## src/rtl/bit_fusion_acc_pe.sv

```systemverilog
`default_nettype none
// ============================================================================
// Module   : bit_fusion_acc_pe
// Brief    : N_BRICKS x 2-bit brick multiply, shift and burst accumulate.
//            Define PE_ACC_SAT_EN to saturate instead of wrap.
// Revision : 1.0 - initial release
// ============================================================================
module bit_fusion_acc_pe #(
    parameter int N_BRICKS = 16,
    parameter int SHIFT_W  = 4,
    parameter int ACC_W    = 32
) (
    input  logic                      i_clk,
    input  logic                      i_rst,
    input  logic                      i_valid,
    output logic                      o_ready,
    input  logic [2*N_BRICKS-1:0]     i_activation,
    input  logic [2*N_BRICKS-1:0]     i_weight,
    input  logic                      i_A_signed,
    input  logic                      i_W_signed,
    input  logic [SHIFT_W-1:0]        i_shift_amount,
    input  logic                      i_last,
    input  logic                      i_flush,
    output logic                      o_valid,
    input  logic                      i_ready,
    output logic signed [ACC_W-1:0]   o_sum,
    output logic                      o_sat
);

    localparam int c_sum_w  = 5 + $clog2(N_BRICKS);
    localparam int c_term_w = c_sum_w + 2**SHIFT_W - 1;
    // One spare bit above the wider of accumulator and shifted term so the
    // add can never overflow before clamping/truncation.
    localparam int c_wide_w = ((ACC_W > c_term_w) ? ACC_W : c_term_w) + 1;

    localparam logic [1:0] c_st_idle = 2'd0;
    localparam logic [1:0] c_st_acc  = 2'd1;
    localparam logic [1:0] c_st_done = 2'd2;

    logic [1:0]                  r_state;
    logic [1:0]                  w_state_nxt;
    logic signed [ACC_W-1:0]     r_acc;
    logic signed [ACC_W-1:0]     w_acc_nxt;
    logic signed [c_sum_w-1:0]   w_beat_sum;
    logic signed [c_wide_w-1:0]  w_term;
    logic signed [c_wide_w-1:0]  w_base;
    logic signed [c_wide_w-1:0]  w_add;
    logic                        w_accept;
    logic                        w_flush;

    function automatic logic signed [c_sum_w-1:0] f_brick_sum(
        input logic [2*N_BRICKS-1:0] act,
        input logic [2*N_BRICKS-1:0] wt,
        input logic                  a_signed,
        input logic                  w_signed
    );
        logic signed [c_sum_w-1:0] sum;
        logic signed [2:0]         a3;
        logic signed [2:0]         w3;
        logic signed [5:0]         prod;
        sum = '0;
        for (int k = 0; k < N_BRICKS; k++) begin
            a3   = {a_signed & act[2*k+1], act[2*k +: 2]};
            w3   = {w_signed & wt[2*k+1],  wt[2*k +: 2]};
            prod = 6'(a3) * 6'(w3);
            sum  = sum + c_sum_w'(prod);
        end
        return sum;
    endfunction

    assign w_beat_sum = f_brick_sum(i_activation, i_weight, i_A_signed, i_W_signed);
    assign w_term     = c_wide_w'(w_beat_sum) <<< i_shift_amount;
    assign w_base     = (r_state == c_st_idle) ? '0 : c_wide_w'(r_acc);
    assign w_add      = w_base + w_term;
    assign w_flush    = i_flush & (r_state != c_st_done);
    assign w_accept   = i_valid & o_ready & ~i_flush;

`ifdef PE_ACC_SAT_EN
    localparam logic signed [c_wide_w-1:0] c_one     = 1;
    localparam logic signed [c_wide_w-1:0] c_acc_max = (c_one <<< (ACC_W-1)) - c_one;
    localparam logic signed [c_wide_w-1:0] c_acc_min = -(c_one <<< (ACC_W-1));

    logic r_sat;
    logic w_sat_now;

    always_comb begin
        w_sat_now = 1'b0;
        w_acc_nxt = w_add[ACC_W-1:0];
        if (w_add > c_acc_max) begin
            w_sat_now = 1'b1;
            w_acc_nxt = c_acc_max[ACC_W-1:0];
        end else if (w_add < c_acc_min) begin
            w_sat_now = 1'b1;
            w_acc_nxt = c_acc_min[ACC_W-1:0];
        end
    end

    // Sticky within a burst; a new burst starts from a clean flag.
    always_ff @(posedge i_clk) begin
        if (i_rst || w_flush) begin
            r_sat <= 1'b0;
        end else if (r_state == c_st_done) begin
            if (i_ready) r_sat <= 1'b0;
        end else if (w_accept) begin
            r_sat <= ((r_state == c_st_idle) ? 1'b0 : r_sat) | w_sat_now;
        end
    end

    assign o_sat = r_sat;
`else
    assign w_acc_nxt = w_add[ACC_W-1:0];
    assign o_sat     = 1'b0;
`endif

    always_ff @(posedge i_clk) begin
        if (i_rst) begin
            r_state <= c_st_idle;
        end else begin
            r_state <= w_state_nxt;
        end
    end

    always_comb begin
        w_state_nxt = r_state;
        case (r_state)
            c_st_idle, c_st_acc: begin
                if (i_flush)       w_state_nxt = c_st_idle;
                else if (w_accept) w_state_nxt = i_last ? c_st_done : c_st_acc;
            end
            c_st_done: begin
                if (i_ready) w_state_nxt = c_st_idle;
            end
            default: w_state_nxt = c_st_idle;
        endcase
    end

    always_comb begin
        o_ready = 1'b0;
        o_valid = 1'b0;
        case (r_state)
            c_st_idle, c_st_acc: o_ready = 1'b1;
            c_st_done:           o_valid = 1'b1;
            default: begin
                o_ready = 1'b0;
                o_valid = 1'b0;
            end
        endcase
    end

    always_ff @(posedge i_clk) begin
        if (i_rst || w_flush) begin
            r_acc <= '0;
        end else if (w_accept) begin
            r_acc <= w_acc_nxt;
        end
    end

    assign o_sum = r_acc;

endmodule
`default_nettype wire
```

## config.mk

```make
export PLATFORM = sky130hd
export DESIGN_NAME = bit_fusion_acc_pe
export DESIGN_NICKNAME = d
export VERILOG_FILES = /design/src/rtl/bit_fusion_acc_pe.sv
export SDC_FILE = /design/constraint.sdc
export NUM_CORES = 1
export LEC_CHECK = 0
export ABC_AREA = 1
export CAP_MARGIN = 20
export CORE_MARGIN = 2
export CORE_UTILIZATION = 30
export CTS_CLUSTER_DIAMETER = 30
export DETAILED_ROUTE_END_ITERATION = 10
export SLEW_MARGIN = 20
export SYNTH_ARGS = -nofsm -noshare
export SYNTH_HDL_FRONTEND = slang
export SYNTH_SLANG_ARGS = --single-unit
```

## constraint.sdc

```tcl
create_clock -name i_clk -period 13.7 [get_ports i_clk]
set_input_delay 2.74 -clock i_clk [delete_from_list [all_inputs] [get_ports i_clk]]
set_output_delay 2.74 -clock i_clk [all_outputs]
set_load 0.1 [all_outputs]
```

==> impl_metrics.toml <==
[floorplanning]
design.die.area_mm2 = 0.04080
die_height_um = 202.0
ios = 111
initial_core_util = 0.3043
num_rows = 72
die_w_um = 202.0
core_area_mm2 = 0.03865

[synth]
async_flop_share = 0
synth_top_cell_by_area = "fa_1"
ys.flop_type = "dfxtp_1"
netlist_instances = 1577
synth_edf_count = 0
synth_area_leaders = "fa_1, inv_1, ha_1, nand2_1, dfxtp_1"
netlist.area_leader.share = 0.3915
yosys_warnings = 0
ys_seq_area_frac = 0.05788
synth_seq_cells = 34
yosysUniqueCellTypes = 48
syn_nets = 1970
synth.cell_area_mm2 = 0.01176
syn_avg_cell_area_um2 = 7.457

[routing]
wirelength_um = 32090
postRouteAntennaNets = 0
dr.pass1.iters = 5
vias_per_cell = 4.424
drt_iter0_drc = 437
post_drt_wl_per_cell_um = 14.70
vias = 9657
drc_errors = 0

[timing]
setup_viol = 0
period_share = 0.9253
skew_ns = 0.004129
setup_tns_ns = 0
fmax_ghz = 0.07889
grt_setup_unrepaired = "false"
finalHoldViolCount = 0
max_slew_margin = 0.3295
slew_viol_final = 0
period_needed_ns = 12.68
setup_ws_ns = 1.024
worstMarginPinSlew_ns = 1.003

[clocking]
cts_tree = "done"
cts.sinks = 34
postCtsSetupBuffers = 0
htreeDepth = 2
cts_root_buf = "clkbuf_16"
cts_resized = 0
path_clk_slew_ns = 0.06
hold_buffers = 0
clockBufferDepth = 2
cts_buffers = 5
worstSkewPairLatency_ns = 0.29

[placement]
dpl_worst_slack_ns = 0.7558
place_hpwl_um = 29150
port-buffer-count = 109
gp_congestion = 0.9142
place_inst = 2175

[grt]
grt_pass1_wl_um = 53150
grt_start_max_net_pins = 49
grt_usage = 0.1642
globalRoute.totalOverflow = 0
grt_pass1_vias = 10280
antenna_found_initial = 2

[run_status]
outcome = "completed"

[flow_run]
drv_cap = 0

[min_path]
min_path_type = "reg -> reg"

[final_layout]
final_core_utilization = 0.3505
syn_to_final_growth_pct = 15.19
nets = 2057
drive_gt1_frac = 0.03964
antennaDiodeCount = 0
finalNonFillerCells = 2183

[critical_path]
cp_slowest_cell = "clkdlybuf4s50_1"
end_kind = "flip-flop"
cpPeakStageDelay_ns = 0.90
crit_top_cell = "fa_1"
arrival_ns = 12.86
worstPathRequired_ns = 13.88
start_kind = "input pin"
crit_fanout = 18
crit_type = "in -> reg"
==> worst paths after layout <==
check | from | to | slack, ns | cells after the start
setup / recovery | i_A_signed | o_sum[22] | 1.02 | 41
hold / removal | o_sum[2] | o_sum[2] | 0.52 | 2
setup reg to reg | r_state[0] | o_sum[30] | 10.78 | 18
hold reg to reg | o_sum[2] | o_sum[2] | 0.52 | 2
==> synthesized netlist by cell type, drive strengths merged, types with 4 or more instances <==
cell and count:
nand3 58, clkbuf 25, inv 487, nand4 4
a21o 6, o21ai 77, nor3 9, o211ai 9
xor2 17, a21oi 79, dfxtp 34, buf 10
or2 17, fa 230, ha 87, nand2 284
nor2 109, xnor2 11
==> metal layers <==
layer / routed length (µm) / up-vias / track usage / share of wire
met2: 15470 / 180 / 0.2871 / 0.48
met1: 14500 / 4640 / 0.2176 / 0.45
li1: - / 4787 / - / -
met4: 894 / 4 / 0.04491 / 0.028
met3: 1199 / 46 / 0.01403 / 0.037
met5: 20 / - / 0 / 0.00062
==> kinds of logic after synthesis <==
logic type,Yosys count,share of synthesized area
buffers and inverters,524,0.1686
and+or+nand+nor,486,0.1736
adders and majority gates,317,0.4841
AOI/OAI and AO/OA,186,0.09374
DFF,34,0.05788
xor gates and xnor gates,28,0.02085
other,1,0.0003189
muxes,1,0.0008512
==> stage by stage <==
stage | hold WS (ns) | instance area, µm²
5_1_grt | 0.5527 | 13550
4_1_cts | 0.5291 | 13550
6_report | 0.5210 | 13550
3_3_place_gp | 0.5141 | 13400
3_5_place_dp | 0.5085 | 13400
2_1_floorplan | 0.4707 | 11760
==> area by class of cell <==
cell class,count,area [µm²]
fill,4123,25100
multi-input combinational,1019,9099
inverter,489,1836
timing repair buffer,115,1136
sequential,34,680.7
tap,518,648.1
clock buffer,7,142.6
clock inverter,1,5.005
==> worst max-delay path: cells and delay by family <==
kind / cells / cell delay (ns)
adder cells (fa/ha/maj): 11 / 5.28
buffers and inverters: 7 / 1.59
AO/OA/AOI/OAI: 9 / 1.60
XOR/XNOR: 1 / 0.20
AND/OR/NAND/NOR: 13 / 1.44
==> state kept, by name, summed over array words and instances, names as in the netlist <==
| name | flops |
|---|---|
| o_sum | 32 |
| r_state | 2 |
==> layout by cell type, fill, tap and decap left out, types with 2 or more instances in the layout <==
cell type	n
a21oi_2	3
o21ai_2	7
clkbuf_16	5
clkinv_1	2
a21oi_1	74
nand4_1	4
a21o_1	6
nand2_2	6
a21boi_2	2
dfxtp_1	34
or2_2	15
o211ai_1	8
inv_2	3
a21oi_4	2
nand3_2	5
nor3_1	9
nor4_1	2
o21ai_1	16
fa_1	230
buf_4	6
o21ai_0	53
xor2_1	17
nand2_4	2
xnor2_1	11
o21bai_1	2
a31oi_1	3
ha_1	87
clkdlybuf4s50_1	109
inv_1	484
nor2_1	105
nand2_1	276
nand3b_1	3
nor2_2	4
a221oi_1	2
nand3_1	53
Power is left out: the tool's default activity adds up to more than one toggle a clock period on the data nets, which glitch-free logic cannot reach.
